<file path="src/rtl/apb_bridge_arbiter.sv">
// Round-robin arbiter that lets NUM_REQ simple requesters share one AHB-to-APB bridge,
// issuing one non-pipelined AHB-lite transfer per grant and returning data/error to the owner.
module apb_bridge_arbiter #(
    parameter int NUM_REQ = 4,
    parameter int IDX_W   = 2
) (
    input  logic                   HCLK,
    input  logic                   HRESET,
    input  logic [NUM_REQ-1:0]     REQ,
    input  logic [NUM_REQ-1:0]     RWRITE,
    input  logic [32*NUM_REQ-1:0]  RADDR,
    input  logic [32*NUM_REQ-1:0]  RWDATA,
    output logic [NUM_REQ-1:0]     ACK,
    output logic [31:0]            RRDATA,
    output logic                   RERR,
    output logic [IDX_W-1:0]       GNT_IDX,
    output logic                   BUSY,
    output logic                   HSEL,
    output logic [31:0]            HADDR,
    output logic                   HWRITE,
    output logic [1:0]             HTRANS,
    output logic [2:0]             HSIZE,
    output logic [2:0]             HBURST,
    output logic [31:0]            HWDATA,
    input  logic                   HREADY,
    input  logic                   HRESP,
    input  logic [31:0]            HRDATA
);

    typedef enum logic [1:0] {IDLE, ADDR, DATA, DONE} state_t;

    state_t           state;
    state_t           next_state;
    logic [IDX_W-1:0] winner;
    logic             grant;
    logic [31:0]      raddr_a  [NUM_REQ];
    logic [31:0]      rwdata_a [NUM_REQ];

    for (genvar g = 0; g < NUM_REQ; g++) begin : g_unpack
        assign raddr_a[g]  = RADDR[32*g +: 32];
        assign rwdata_a[g] = RWDATA[32*g +: 32];
    end

    // Scan downward so the last hit is the nearest set bit above the previous owner.
    always_comb begin
        logic [IDX_W-1:0] cand;
        cand   = GNT_IDX;
        winner = GNT_IDX;
        for (int k = NUM_REQ; k >= 1; k--) begin
            cand = IDX_W'((int'(GNT_IDX) + k) % NUM_REQ);
            if (REQ[cand]) begin
                winner = cand;
            end
        end
    end

    assign grant = (state == IDLE) && (|REQ) && HREADY;

    always_ff @(posedge HCLK) begin
        if (HRESET) begin
            state <= IDLE;
        end else begin
            state <= next_state;
        end
    end

    always_comb begin
        next_state = state;
        case (state)
            IDLE:    if (grant)  next_state = ADDR;
            ADDR:                next_state = DATA;
            DATA:    if (HREADY) next_state = DONE;
            DONE:                next_state = IDLE;
            default:             next_state = IDLE;
        endcase
    end

    // Bus controls decode only the state register, so no input reaches an output combinationally.
    always_comb begin
        HSEL   = 1'b0;
        HTRANS = 2'b00;
        BUSY   = 1'b0;
        ACK    = '0;
        case (state)
            ADDR: begin
                HSEL   = 1'b1;
                HTRANS = 2'b10;
                BUSY   = 1'b1;
            end
            DATA: begin
                BUSY   = 1'b1;
            end
            DONE: begin
                BUSY   = 1'b1;
                ACK    = NUM_REQ'(1) << GNT_IDX;
            end
            default: begin
                BUSY   = 1'b0;
            end
        endcase
    end

    always_ff @(posedge HCLK) begin
        if (HRESET) begin
            GNT_IDX <= IDX_W'(NUM_REQ - 1);
            HADDR   <= '0;
            HWRITE  <= 1'b0;
            HWDATA  <= '0;
            RRDATA  <= '0;
            RERR    <= 1'b0;
        end else begin
            if (grant) begin
                GNT_IDX <= winner;
                HADDR   <= raddr_a[winner];
                HWRITE  <= RWRITE[winner];
                HWDATA  <= rwdata_a[winner];
            end
            // Error responses hold HREADY low on their first cycle, so only the ready cycle is sampled.
            if (state == DATA && HREADY) begin
                RRDATA  <= HRDATA;
                RERR    <= HRESP;
            end
        end
    end

    assign HSIZE  = 3'b010;
    assign HBURST = 3'b000;

endmodule
</file>
<file path="config.mk">
export PLATFORM = sky130hd
export DESIGN_NAME = apb_bridge_arbiter
export DESIGN_NICKNAME = d
export VERILOG_FILES = /design/src/rtl/apb_bridge_arbiter.sv
export SDC_FILE = /design/constraint.sdc
export NUM_CORES = 1
export LEC_CHECK = 0
export BUFFER_PORTS_ARGS = -buffer_cell sky130_fd_sc_hd__buf_2
export CAP_MARGIN = 15
export CORE_AREA = 2 2 161 163
export DETAILED_ROUTE_END_ITERATION = 16
export DIE_AREA = 0 0 163 165
export SETUP_SLACK_MARGIN = 0.1
export SLEW_MARGIN = 40
export SYNTH_ARGS = -nofsm -noshare
export SYNTH_HDL_FRONTEND = slang
export SYNTH_SLANG_ARGS = --single-unit
</file>
<file path="constraint.sdc">
create_clock -name HCLK -period 4.8 [get_ports HCLK]
set_input_delay 0.72 -clock HCLK [delete_from_list [all_inputs] [get_ports HCLK]]
set_output_delay 0.72 -clock HCLK [all_outputs]
set_load 0.02 [all_outputs]
</file>
==> flow_summary.yaml <==
status:
  outcome: "complete, no violations"
sta:
  slew_headroom_pct: 55.9
  tightest_slew_ps: 659
  fmax_mhz: 344
  drv_slew: 0
  min_period_ps: 2900
  fin_worst_skew_ps: 11.2
  rsz0062_at_grt: "false"
  setup_viol: 0
  hold_violations: 0
  fin_ws_ps: 1900
  fin_tns_setup_ps: 0
  period_share_pct: 60.5
clocking:
  clockRootBuffer: "clkbuf_16"
  post_cts_buffers: 0
  cts_made_buffers: 9
  clock-sinks: 102
  clk_latency_ps: 360
  cts_tree: "done"
  hold_buffers: 0
  clk_path_buf_depth: 2
  post_cts_resized: 0
  h-tree-depth: 3
  clkSlewWorstSetupHoldPaths_ps: 80
global_routing:
  overflow: 0
  grt.total_usage_pct: 15.2
  antenna_found_initial: 3
  first_global_vias: 5903
  grt_max_degree: 72
  grt_pass1_wl_microns: 32000
floorplanning:
  coreArea_sq_um: 25000
  ioPinCount: 414
  floorplan.die.height_microns: 165
  start_util_pct: 24.8
  num_rows: 58
  die_w_microns: 163
  dieArea_sq_um: 26900
yosys:
  yosys-top-cells-area: "dfxtp_1, mux2i_1, nand4b_1"
  syn_avg_cell_area_sq_um: 9.54
  syn_inst: 651
  ys_ff_latch: 102
  synth_top_area_share_pct: 32.9
  ys_seq_area_share_pct: 32.9
  ys_warn_count: 0
  syn_area_sq_um: 6210
  yosys.area.top_type: "dfxtp_1"
  yosys.cell_types.count: 40
drt:
  routed_wl_microns: 22200
  drc_errors: 0
  vias_per_cell: 4.71
  final_antenna_net_count: 0
  wl_per_cell_microns: 16.5
  vias: 6335
  drtIter0Drc: 276
  dr.pass1.iters: 4
final_layout:
  drive_above_1_share_pct: 46.4
  syn_to_final_growth_pct: 37.6
  fin_nets: 1317
  fin_area_sq_um: 8550
  final_common_cell: "buf_2"
  final_cell_mix: "buf_2, mux2i_1, nand2_1"
critical_path:
  cp.arrival_ps: 3120
  r2r_cells: 8
  crit_type: "flip-flop to flip-flop"
  crit_path_start_kind: "flip-flop"
  critPathMaxFanout: 63
  crit_path_end_kind: "flip-flop"
  crit_required_ps: 5020
power:
  power_density_nw_per_um2: 505
  irDropWorstVdd_uv: 315
  leakagePower_nw: 4.17
place:
  place.gp.congestion: 0.826
  placed_cell_area_sq_um: 8240
  post-dp-hpwl_microns: 16400
  portBuffers: 406
  place_ws_ps: 1740
min_path:
  hold_depth: 2
  hp-class: "flip-flop to flip-flop"
run:
  max-cap-violations: 0
worst max-delay path: stages, from the launching register on:
cell	delay (ps)
dfxtp_1	640
inv_2	150
ha_1	390
inv_1	70
nor3_1	170
o32a_2	240
buf_12	320
mux2i_1	500
o221ai_1	190
power by group:
part	switching, mW	internal (mW)
clock	0.389	0.372
sequential	0.146	1.09
combinational	1.42	0.905
total	1.95	2.37
synth_stat cells:
cell type / instances
mux2i_1: 131
nand2_1: 104
dfxtp_1: 102
nand4b_1: 58
a21oi_1: 37
o221ai_1: 36
o21ai_0: 31
a211oi_2: 29
clkbuf_1: 21
buf_2: 20
buf_4: 11
ha_1: 8
buf_12: 7
inv_1: 6
nor2_1: 6
and2_1: 5
buf_1: 5
buf_6: 4
buf_8: 4
clkbuf_4: 2
conb_1: 2
mux2_1: 2
nor3_1: 2
o32a_1: 2
a211oi_1: 1
a21boi_4: 1
and3_4: 1
and4b_1: 1
inv_2: 1
mux2_4: 1
nand2_2: 1
nand3_1: 1
nand4_1: 1
nor2_8: 1
o21ai_1: 1
o21bai_1: 1
o221ai_4: 1
o22a_1: 1
or2_1: 1
or4_1: 1
state kept, by name, indices dropped and copies added, names as in the netlist:
| name | cells |
|---|---|
| HADDR | 32 |
| HWDATA | 32 |
| RRDATA | 32 |
| GNT_IDX | 2 |
| state | 2 |
| HWRITE | 1 |
| RERR | 1 |
layer usage:
layer	vias up	global-route usage, %	routed length [microns]
met2	252	26.2	10600
met5	-	0	13
met4	2	4.71	413
met1	2936	18.7	9450
li1	3119	-	-
met3	26	3.97	1680
through the flow:
stage                     std cells  hold slack, ps  power (mW)  util (%)
after floorplan                 656             501        3.10         -
after global placement         1328             438        3.57      32.9
after detailed placement       1328             442        3.59      32.9
after CTS                      1344             459        4.37      34.1
after global routing           1346             473        4.59      34.1
final                          1346             458        4.32      34.1
kinds of logic after synthesis:
group                      Yosys count  synth area share (%)
and+or+nand+nor                    183                  16.7
AOI/OAI and AO/OA                  141                  17.9
muxes                              134                  21.7
DFF                                102                  32.9
buffers and inverters               81                  9.12
adders and majority gates            8                  1.61
other                                2                 0.121
path summary, 6_finish.rpt:
kind | startpoint | slack [ps] | endpoint
max reg2reg | GNT_IDX[1] | 1900 | HADDR[20]
min | RERR | 460 | RERR
max | GNT_IDX[1] | 1900 | HADDR[20]
min reg2reg | RERR | 460 | RERR
area by class of cell:
cell class / instances / area [sq um]
clock buffers: 9 / 225
fillers: 2635 / 16500
inverters: 7 / 26.3
multi-input cells: 473 / 3630
flip-flops and latches: 102 / 2040
clock inverters: 7 / 73.8
diodes: 2 / 5.00
repair buffers: 416 / 2130
well taps: 330 / 413
Power figures use the tool's default switching activity.
